File: config.mk
export PLATFORM = sky130hd
export DESIGN_NAME = calc_sequencer
export DESIGN_NICKNAME = d
export VERILOG_FILES = /design/src/rtl/calc_pkg.sv /design/src/rtl/calc_sequencer.sv
export SDC_FILE = /design/constraint.sdc
export NUM_CORES = 1
export LEC_CHECK = 0
export CAP_MARGIN = 0
export CORE_MARGIN = 5
export CORE_UTILIZATION = 46
export DETAILED_ROUTE_END_ITERATION = 12
export PLACE_DENSITY = 0.8
export SETUP_SLACK_MARGIN = 0.5
export SYNTH_ARGS = -nofsm -noshare
export SYNTH_HDL_FRONTEND = slang
export SYNTH_SLANG_ARGS = --single-unit
File: constraint.sdc
create_clock -name clk -period 2 [get_ports clk]
set_input_delay 0.4 -clock clk [delete_from_list [all_inputs] [get_ports clk]]
set_output_delay 0.4 -clock clk [all_outputs]
set_load 0.02 [all_outputs]
File: src/rtl/calc_pkg.sv
// Shared definitions for the calculator sequencer: FSM state encoding,
// ALU op-code constants, datapath width and a small op-dependent helper.
package calc_pkg;

  localparam int unsigned DATA_W = 4;

  localparam logic [1:0] OP_ADD = 2'b00;
  localparam logic [1:0] OP_SUB = 2'b01;
  localparam logic [1:0] OP_OR  = 2'b10;
  localparam logic [1:0] OP_NEG = 2'b11;

  typedef enum logic [2:0] {
    S_A    = 3'd0,
    S_OP   = 3'd1,
    S_B    = 3'd2,
    S_EXEC = 3'd3,
    S_RES  = 3'd4
  } state_t;

  // Negation is unary, so it skips the second-operand state.
  function automatic state_t state_after_op(input logic [1:0] op);
    return (op == OP_NEG) ? S_EXEC : S_B;
  endfunction

endpackage

File: src/rtl/calc_sequencer.sv
// Token-driven sequencer for an external combinational 4-bit ALU.
// Collects operand A, an operator and (unless the op is negate) operand B
// from a valid/ready token stream, drives the registered operands to the
// ALU, captures the ALU result for one cycle and presents it on a
// valid/ready result port.
//
// Ports:
//   clk, rst            rising-edge clock, synchronous active-high reset
//   in_valid/in_ready   token handshake; in_is_op selects op vs digit,
//                       in_data carries the digit or the op code in [1:0]
//   alu_a/alu_b/alu_op  registered operands and op to the external ALU
//   alu_result          ALU output, captured in the execute cycle
//   res_valid/res_ready result handshake; res_data/res_op held until taken
//   err                 one-cycle pulse after a wrong-type token is accepted
//
// Optional feature: define CALC_CHAIN_EN to let an op token arriving in
// S_A reuse the last delivered result as operand A.
module calc_sequencer
  import calc_pkg::*;
(
  input  logic              clk,
  input  logic              rst,
  input  logic              in_valid,
  output logic              in_ready,
  input  logic              in_is_op,
  input  logic [DATA_W-1:0] in_data,
  output logic [DATA_W-1:0] alu_a,
  output logic [DATA_W-1:0] alu_b,
  output logic [1:0]        alu_op,
  input  logic [DATA_W-1:0] alu_result,
  output logic              res_valid,
  input  logic              res_ready,
  output logic [DATA_W-1:0] res_data,
  output logic [1:0]        res_op,
  output logic              err
);

  state_t              state_q, state_d;
  logic [DATA_W-1:0]   a_q, a_d;
  logic [DATA_W-1:0]   b_q, b_d;
  logic [1:0]          op_q, op_d;
  logic [DATA_W-1:0]   res_data_q, res_data_d;
  logic [1:0]          res_op_q, res_op_d;
  logic                err_q, err_d;
`ifdef CALC_CHAIN_EN
  logic                chain_q, chain_d;
`endif

  logic take;

  assign take = in_valid && in_ready;

  // State and datapath registers
  always_ff @(posedge clk) begin
    if (rst) begin
      state_q    <= S_A;
      a_q        <= '0;
      b_q        <= '0;
      op_q       <= OP_ADD;
      res_data_q <= '0;
      res_op_q   <= OP_ADD;
      err_q      <= 1'b0;
`ifdef CALC_CHAIN_EN
      chain_q    <= 1'b0;
`endif
    end else begin
      state_q    <= state_d;
      a_q        <= a_d;
      b_q        <= b_d;
      op_q       <= op_d;
      res_data_q <= res_data_d;
      res_op_q   <= res_op_d;
      err_q      <= err_d;
`ifdef CALC_CHAIN_EN
      chain_q    <= chain_d;
`endif
    end
  end

  // Next-state and datapath update
  always_comb begin
    state_d    = state_q;
    a_d        = a_q;
    b_d        = b_q;
    op_d       = op_q;
    res_data_d = res_data_q;
    res_op_d   = res_op_q;
    err_d      = 1'b0;
`ifdef CALC_CHAIN_EN
    chain_d    = chain_q;
`endif

    unique case (state_q)
      S_A: begin
        if (take) begin
          if (!in_is_op) begin
            a_d     = in_data;
            state_d = S_OP;
`ifdef CALC_CHAIN_EN
            chain_d = 1'b0;
`endif
          end else begin
`ifdef CALC_CHAIN_EN
            // Chained op: previous result becomes A, then behave as in S_OP.
            if (chain_q) begin
              a_d     = res_data_q;
              op_d    = in_data[1:0];
              state_d = state_after_op(in_data[1:0]);
            end else begin
              err_d = 1'b1;
            end
`else
            err_d = 1'b1;
`endif
          end
        end
      end
      S_OP: begin
        if (take) begin
          if (in_is_op) begin
            op_d    = in_data[1:0];
            state_d = state_after_op(in_data[1:0]);
          end else begin
            a_d = in_data;
          end
        end
      end
      S_B: begin
        if (take) begin
          if (!in_is_op) begin
            b_d     = in_data;
            state_d = S_EXEC;
          end else begin
            err_d = 1'b1;
          end
        end
      end
      S_EXEC: begin
        res_data_d = alu_result;
        res_op_d   = op_q;
        state_d    = S_RES;
      end
      S_RES: begin
        if (res_ready) begin
          state_d = S_A;
`ifdef CALC_CHAIN_EN
          chain_d = 1'b1;
`endif
        end
      end
      default: state_d = S_A;
    endcase
  end

  // Outputs
  always_comb begin
    in_ready  = !rst && ((state_q == S_A) || (state_q == S_OP) || (state_q == S_B));
    res_valid = (state_q == S_RES);
    alu_a     = a_q;
    // B may hold a stale operand from an earlier calculation; negate ignores it.
    alu_b     = (op_q == OP_NEG) ? '0 : b_q;
    alu_op    = op_q;
    res_data  = res_data_q;
    res_op    = res_op_q;
    err       = err_q;
  end

endmodule

==> impl_metrics.ini, run 1 <==
[setup_path]
cp-end-kind = output pin
startpoint = state_q[2]
start_kind = register
path_cells = or2_4, a21oi_2, buf_6
worstPathMaxFanout = 6
reg2reg_from = state_q[1]
crit_arrival_ns = 1.17
critPathKind = register to output pin
critPathRequiredTime_ns = 1.60
worstReg2RegEnd = alu_a[1]
reg2reg_setup_slack_ns = 0.53
slowest_stage = dfxtp_4
worstRegToRegCells = 4
slowest_delay_ns = 0.38

[cts]
htree_levels = 1
cts_buffers = 3
clk_pin_slew_ns = 0.12
cts_max_path_buffers = 2
cts_tree = done
cts.sinks = 20
clkLatencyLatePin_ns = 0.31
root_buffer = clkbuf_4

[placement]
place_congestion = 0.789
portBuffers = 31
dpl_cell_area_um2 = 1250

[timing]
timing.hold.ws_ns = 0.451
fin_crit_ns = 1.57
hold_viol_final = 0
fin_worst_skew_ns = 0.00842
fmax_ghz = 0.637
post-route-period-util = 0.785
rsz0062_at_grt = yes
max_slew.worst_pin.slew_ns = 0.441
slew_headroom = 0.705
slew_viol_final = 0
setup_violations = 0

[yosys]
synth_ff_type = dfxtp_1
synth_area_leaders = dfxtp_1, a21oi_1, mux2i_1
syn_inst = 100
synth_top_cell_area_share = 0.451
yosys_warnings = 0
synth_edf_count = 0
synth_commonest_cells = dfxtp_1, a21oi_1, o21ai_0, nor2_1
postSynth.asyncResetShare = 0
syn-num-nets = 113
synth-seq-cells = 20
synthDistinctLibCells = 25
avgSynthCellArea_um2 = 8.88
synth.most_common_cell = dfxtp_1
synth_area_um2 = 888
synth.largest_area_cell = dfxtp_1
ys_seq_area_frac = 0.451

[power_and_ir_drop]
cellPowerDensity_nw_per_um2 = 617
irDropWorstVdd_v = 0.000481
leakagePower_uw = 0.000643

[grt]
grt_pass1_wl_um = 3840
grt_pass1_vias = 838
gr-total-overflow = 0
grt_antenna_before_repair = 0
grt_max_degree = 14
globalRouteTotalUtil = 0.184

[routing]
drc = 0
drtIter0Drc = 25
wl_per_cell_um = 15.2
viasPerCell = 5.48
ant_nets = 0
first_pass_iters = 4
wl_um = 2470
num_vias = 894

[finish]
final_area_um2 = 1390
nets = 152
synthToLayoutAreaGrowth_pct = 56.6
diodes = 0
n_fill_cell = 131
drive_gt1_frac = 0.275

[floorplanning]
rows = 15
start_util = 0.498
dieArea_um2 = 2910
io_pins = 32
die_y_um = 53.9
core_um2 = 1780
die_w_um = 53.9

[run]
maxCapViolCount = 0

[hold_path]
min_path_type = input port to register
worstHoldPathCells = 3
hold_path_end = alu_op[1]
hold_start = rst

[status]
status = complete, no violations
==> report_power, final <==
part / switching, µW / internal (µW) / total [µW]
Combinational: 51.3 / 62.4 / 114
Clock: 127 / 203 / 329
Sequential: 11.2 / 404 / 415
Total: 189 / 669 / 858
==> logic make-up (layout without fill, tap and decap cells) <==
kind of cell / Yosys count / count (layout) / synth area share
AOI/OAI and AO/OA: 27 / 27 / 0.162
DFF: 20 / 20 / 0.451
and+or+nand+nor: 40 / 40 / 0.287
buffers and inverters: 7 / 45 / 0.0324
muxes: 6 / 6 / 0.0676
==> stage by stage <==
stage	util	total power (µW)	TNS (ns)	setup WS, ns	cells
after floorplan	-	469	0	0.521	100
after global placement	0.703	523	-0.188	-0.188	156
after detailed placement	0.703	525	-0.193	-0.172	156
after CTS	0.751	859	0	0.345	163
after global routing	0.780	901	0	0.356	163
final	0.780	858	0	0.430	163
==> state kept, by name, indices dropped and copies added (netlist names) <==
| name | cells |
|---|---|
| err | 1 |
| alu_a | 4 |
| b_q | 4 |
| state_q | 3 |
| res_data | 4 |
| alu_op | 2 |
| res_op | 2 |
==> layout by cell type, fill, tap and decap left out <==
cell,n
dfxtp_1,16
nor2b_1,1
and2_4,4
nor3_1,1
buf_8,1
buf_4,7
a221oi_1,1
nand2_4,1
clkbuf_2,2
and4b_1,1
dfxtp_4,3
nand3_1,6
nand3b_1,6
or4b_4,2
mux2i_1,6
nand2b_1,2
a21oi_2,1
o21ai_0,8
a21oi_1,13
clkdlybuf4s50_1,10
o32a_1,1
bufbuf_16,1
o21ai_1,3
nand4b_1,1
bufinv_16,1
or2_4,1
or4b_1,1
nor2_1,8
dfxtp_2,1
buf_2,1
nor4b_2,2
clkbuf_4,3
dlygate4sd2_1,13
nor3b_2,1
nand2_1,2
buf_6,6
==> layer usage <==
| metal | wire length (µm) | track usage |
|---|---|---|
| met1 | 1080 | 0.217 |
| met2 | 1300 | 0.325 |
| met3 | 87 | 0.0582 |
| met4 | 0 | 0.0383 |
| met5 | 0 | 0 |
==> worst max-delay path by stage <==
stage	endpoint	cells past startpoint
5_1_grt	in_ready	3
3_3_place_gp	in_ready	4
2_1_floorplan	in_ready	3
4_1_cts	res_valid	2
3_5_place_dp	in_ready	4
6_report	in_ready	3
==> worst max-delay path: cells and delay by family (launching register included) <==
family,cells,cell delay [ns]
AND/OR/NAND/NOR,1,0.23
flip-flops,1,0.38
AO/OA/AOI/OAI,1,0.13
buffers and inverters,1,0.13
==> cell type report <==
type	instances	area [µm²]	share of cell area
timing repair buffer	41	397	0.285
clock inverter	1	30.0	0.0216
multi-input combinational	73	498	0.358
tap	25	31.3	0.0225
sequential	20	413	0.297
clock buffer	3	22.5	0.0162
==> repair_timing <==
action / 4_1_cts / 5_1_grt
gates resized for setup: 51 / 27
pin swaps: 0 / 5
hold buffers: 0 / 0
setup buffers: 2 / 0
gates cloned: 1 / 0
endpoints found under the setup margin: 28 / 15
(Power assumes the default switching activity.)
==> run 2: changes to the inputs <==
--- a/config.mk
+++ b/config.mk
@@ -7,9 +7,9 @@
 export LEC_CHECK = 0
 export CAP_MARGIN = 0
 export CORE_MARGIN = 5
-export CORE_UTILIZATION = 46
+export CORE_UTILIZATION = 39
 export DETAILED_ROUTE_END_ITERATION = 12
-export PLACE_DENSITY = 0.8
+export PLACE_DENSITY = 0.72
 export SETUP_SLACK_MARGIN = 0.5
 export SYNTH_ARGS = -nofsm -noshare
 export SYNTH_HDL_FRONTEND = slang
==> constraint.sdc (replaced) <==
create_clock -name clk -period 1.3 [get_ports clk]
set_input_delay 0.26 -clock clk [delete_from_list [all_inputs] [get_ports clk]]
set_output_delay 0.26 -clock clk [all_outputs]
set_load 0.02 [all_outputs]
==> impl_metrics.ini, run 2 (synthesized netlist as in run 1, its figures left out) <==
[grt]
grt_max_degree = 13
grt_pass1_wl_um = 5110
grt_pass1_vias = 1097
gr-total-overflow = 0
globalRouteTotalUtil = 0.197
grt_antenna_before_repair = 0

[routing]
num_vias = 1064
viasPerCell = 5.51
drtIter0Drc = 37
first_pass_iters = 4
drc = 0
ant_nets = 0
wl_per_cell_um = 19.2
wl_um = 3700

[cts]
cts_tree = done
htree_levels = 1
cts_max_path_buffers = 2
cts_buffers = 3
root_buffer = clkbuf_4
cts.sinks = 20
clkLatencyLatePin_ns = 0.32
clk_pin_slew_ns = 0.11

[power_and_ir_drop]
leakagePower_uw = 0.000776
irDropWorstVdd_v = 0.000736
cellPowerDensity_nw_per_um2 = 706

[hold_path]
worstHoldPathCells = 2
hold_start = alu_a[0]
hold_path_end = alu_a[0]
min_path_type = register to register

[floorplanning]
core_um2 = 2190
die_y_um = 57.7
dieArea_um2 = 3330
rows = 17
die_w_um = 57.7
start_util = 0.405
io_pins = 32

[timing]
hold_viol_final = 0
setup_violations = 13
rsz0062_at_grt = yes
slew_viol_final = 0
max_slew.worst_pin.slew_ns = 0.369
fmax_ghz = 0.693
timing.hold.ws_ns = 0.472
post-route-period-util = 1.11
fin_crit_ns = 1.44
slew_headroom = 0.754
timing.final.ws_setup_ns = -0.143
fin_worst_skew_ns = 0.00101

[status]
status = finished with violations
violations = negative setup slack

[setup_path]
critPathKind = register to output pin
reg2reg_from = state_q[1]
slowest_stage = dfxtp_4
worstRegToRegCells = 4
cp-end-kind = output pin
slowest_delay_ns = 0.36
worstPathMaxFanout = 2
start_kind = register
crit_arrival_ns = 1.18
path_cells = or2_4, a21oi_4, buf_6
startpoint = state_q[2]
reg2reg_setup_slack_ns = -0.11
critPathRequiredTime_ns = 1.04
worstReg2RegEnd = state_q[0]

[finish]
final_core_util = 0.840
layout_common_cells = buf_6, buf_4, dfxtp_2
final_common_cell = buf_6
drive_gt1_frac = 0.685
diodes = 0
nets = 179
synthToLayoutAreaGrowth_pct = 107

[placement]
portBuffers = 31
place_congestion = 0.790
hpwlAfterDp_um = 1740

[run]
maxCapViolCount = 0
==> run 2: cell count changes in the layout (fill, tap and decap cells not counted), sizes merged <==
cell,previous run,this run
bufinv,1,0
clkdlybuf4s50,10,9
clkbuf,5,4
buf,15,55
dlygate4sd2,13,3
==> run 2: final cells by class <==
class | count | area [µm²]
multi-input cells | 73 | 656
repair buffers | 68 | 679
fillers | 115 | 352
clock buffers | 4 | 36.3
well taps | 28 | 35.0
flip-flops and latches | 20 | 433
==> run 2: critical path, delay by kind of cell, from the launching register on <==
family	cells	cell delay (ns)
buf+inv	1	0.14
simple gates	1	0.24
compound gates	1	0.13
flops	1	0.36
==> run 2: what timing repair did <==
| item | in CTS | in global routing |
|---|---|---|
| endpoints found under the setup margin | 39 | 39 |
| gates resized for setup | 158 | 19 |
| pin swaps | 12 | 9 |
| hold buffers | 0 | 0 |
| setup buffers | 11 | 10 |
| gates cloned | 2 | 0 |
==> run 2: stage by stage <==
step	setup TNS, ns	instance area (µm²)	worst slack, ns	instances	total power [µW]
global placement	-5.95	1370	-0.592	166	828
detailed placement	-6.20	1370	-0.617	166	831
finish	-0.780	1840	-0.143	193	1300
global route	-1.55	1840	-0.197	193	1350
CTS	-0.441	1670	-0.115	183	1240
floorplan	0	972	0.128	100	739
==> run 2: worst max-delay path by stage <==
stage	to	slack, ns	depth (start not counted)
2_1_floorplan	alu_a[1]	0.13	3
3_3_place_gp	in_ready	-0.59	4
3_5_place_dp	in_ready	-0.62	4
4_1_cts	in_ready	-0.12	3
5_1_grt	in_ready	-0.20	3
6_report	in_ready	-0.14	3
==> run 2: power breakdown <==
part / total [µW] / switching (µW) / leakage (µW) / internal (µW)
clock: 379 / 207 / 0.0000210 / 172
combinational: 286 / 133 / 0.000584 / 153
sequential: 635 / 15.5 / 0.000171 / 619
==> run 2: routing by layer <==
metal / global-route usage / share of wire / up-vias
met1: 0.223 / 0.38 / 514
met3: 0.0646 / 0.053 / 12
met5: 0 / 0 / -
li1: - / - / 493
met4: 0.0828 / 0.031 / 0
met2: 0.337 / 0.54 / 45
==> run 3: changes to the inputs <==
--- a/config.mk
+++ b/config.mk
@@ -6,10 +6,13 @@
 export NUM_CORES = 1
 export LEC_CHECK = 0
 export CAP_MARGIN = 0
+export CELL_PAD_IN_SITES_DETAIL_PLACEMENT = 0
+export CELL_PAD_IN_SITES_GLOBAL_PLACEMENT = 2
 export CORE_MARGIN = 5
-export CORE_UTILIZATION = 39
+export CORE_UTILIZATION = 22
+export CTS_CLUSTER_SIZE = 30
 export DETAILED_ROUTE_END_ITERATION = 12
-export PLACE_DENSITY = 0.72
+export PLACE_DENSITY = 0.71
 export SETUP_SLACK_MARGIN = 0.5
 export SYNTH_ARGS = -nofsm -noshare
 export SYNTH_HDL_FRONTEND = slang
==> impl_metrics.ini, run 3 (synthesized netlist as in run 1, its figures left out) <==
[run]
maxCapViolCount = 0

[timing]
slew_headroom = 0.824
hold_viol_final = 0
fmax_ghz = 0.694
timing.final.ws_setup_ns = -0.141
post-route-period-util = 1.11
timing.hold.ws_ns = 0.459
slew_viol_final = 0
rsz0062_at_grt = yes
max_slew.worst_pin.slew_ns = 0.260
setup_violations = 18
fin_crit_ns = 1.44
fin_worst_skew_ns = 0.00104

[finish]
layout_common_cells = buf_6, buf_4, dfxtp_2
diodes = 0
final_common_cell = buf_6
final_core_util = 0.442
synthToLayoutAreaGrowth_pct = 97.7
nets = 172
fin_cells = 208
drive_gt1_frac = 0.601

[hold_path]
min_path_type = register to register
worstHoldPathCells = 2
hold_path_end = b_q[2]
hold_start = b_q[2]

[grt]
grt_antenna_before_repair = 0
gr-total-overflow = 0
grt_pass1_wl_um = 4170
grt_max_degree = 13
grt_pass1_vias = 913
globalRouteTotalUtil = 0.101

[floorplanning]
core_um2 = 3970
start_util = 0.224
io_pins = 32
die_y_um = 73.5
die_w_um = 73.5
rows = 23
dieArea_um2 = 5410

[cts]
clk_pin_slew_ns = 0.07
cts_tree = done
cts_max_path_buffers = 2
root_buffer = clkbuf_8
cts_hold_buf = 0
clkLatencyLatePin_ns = 0.26
cts.sinks = 20
cts_buffers = 3
htree_levels = 1

[placement]
place_congestion = 0.674
portBuffers = 31
hpwlAfterDp_um = 1950
place_inst = 191
post-place-ws_ns = -0.618

[setup_path]
reg2reg_setup_slack_ns = -0.14
slowest_delay_ns = 0.54
worstReg2RegEnd = b_q[1]
critical_path.top_delay_family = simple AND/OR/NAND/NOR gates
start_kind = register
cp-end-kind = register
path_buf_inv = 2
reg2reg_from = state_q[2]
path_cells = buf_6, buf_6, or4b_4, o21ai_1, a21oi_1
worstPathMaxFanout = 6
worstRegToRegCells = 5
slowest_stage = or4b_4
cp.depth = 5
critPathRequiredTime_ns = 1.45
crit_top_cell = buf_6
crit_arrival_ns = 1.59
critPathKind = register to register

[routing]
wl_per_cell_um = 12.8
drc = 0
num_vias = 942
wl_um = 2660
drtIter0Drc = 22
ant_nets = 0
viasPerCell = 4.53
first_pass_iters = 4

[power_and_ir_drop]
leakagePower_uw = 0.000751
irDropWorstVdd_v = 0.000320
cellPowerDensity_nw_per_um2 = 775

[status]
status = finished with violations
violations = negative setup slack
[run 3: worst min-delay path: cells and delay by family, from the launching register on]
kind	cells	cell delay, ns
flip-flops	1	0.32
AO/OA/AOI/OAI	2	0.10
[run 3: cell type report]
type | instances | area (µm²)
clock buffers | 4 | 55.1
fillers | 392 | 2210
flip-flops and latches | 20 | 433
multi-input cells | 73 | 572
well taps | 50 | 62.6
repair buffers | 61 | 634
[run 3: how the worst max path moves through the flow]
stage / to / startpoint
global route: state_q[0] / state_q[2]
finish: b_q[1] / state_q[2]
floorplan: alu_a[1] / state_q[1]
CTS: b_q[0] / state_q[2]
detailed placement: in_ready / rst
global placement: in_ready / rst
[run 3: metrics by stage]
step	setup TNS (ns)	total power, µW	area (µm²)
3_3_place_gp	-6.15	835	1420
3_5_place_dp	-6.41	837	1420
4_1_cts	-1.76	1360	1660
6_report	-1.38	1360	1760
5_1_grt	-2.52	1420	1760
2_1_floorplan	0	739	972
[run 3: report_power, final]
group          switching, µW  internal [µW]  total, µW
logic                    108            145        253
clock network            208            270        478
registers               11.1            619        630
total                    327           1030       1360
[run 3: layer usage]
layer	share of wire	vias up	GRT usage	wire length [µm]
met5	0	-	0	0
met4	0.021	0	0.0483	57
met3	0.050	5	0.0192	132
met2	0.53	23	0.183	1400
met1	0.40	435	0.112	1070
li1	-	479	-	-
[run 3: repair_timing]
item / CTS / global route
gates cloned: 1 / 0
setup buffers: 8 / 4
setup endpoints to repair: 39 / 39
gates resized for setup: 143 / 19
pin swaps: 15 / 16
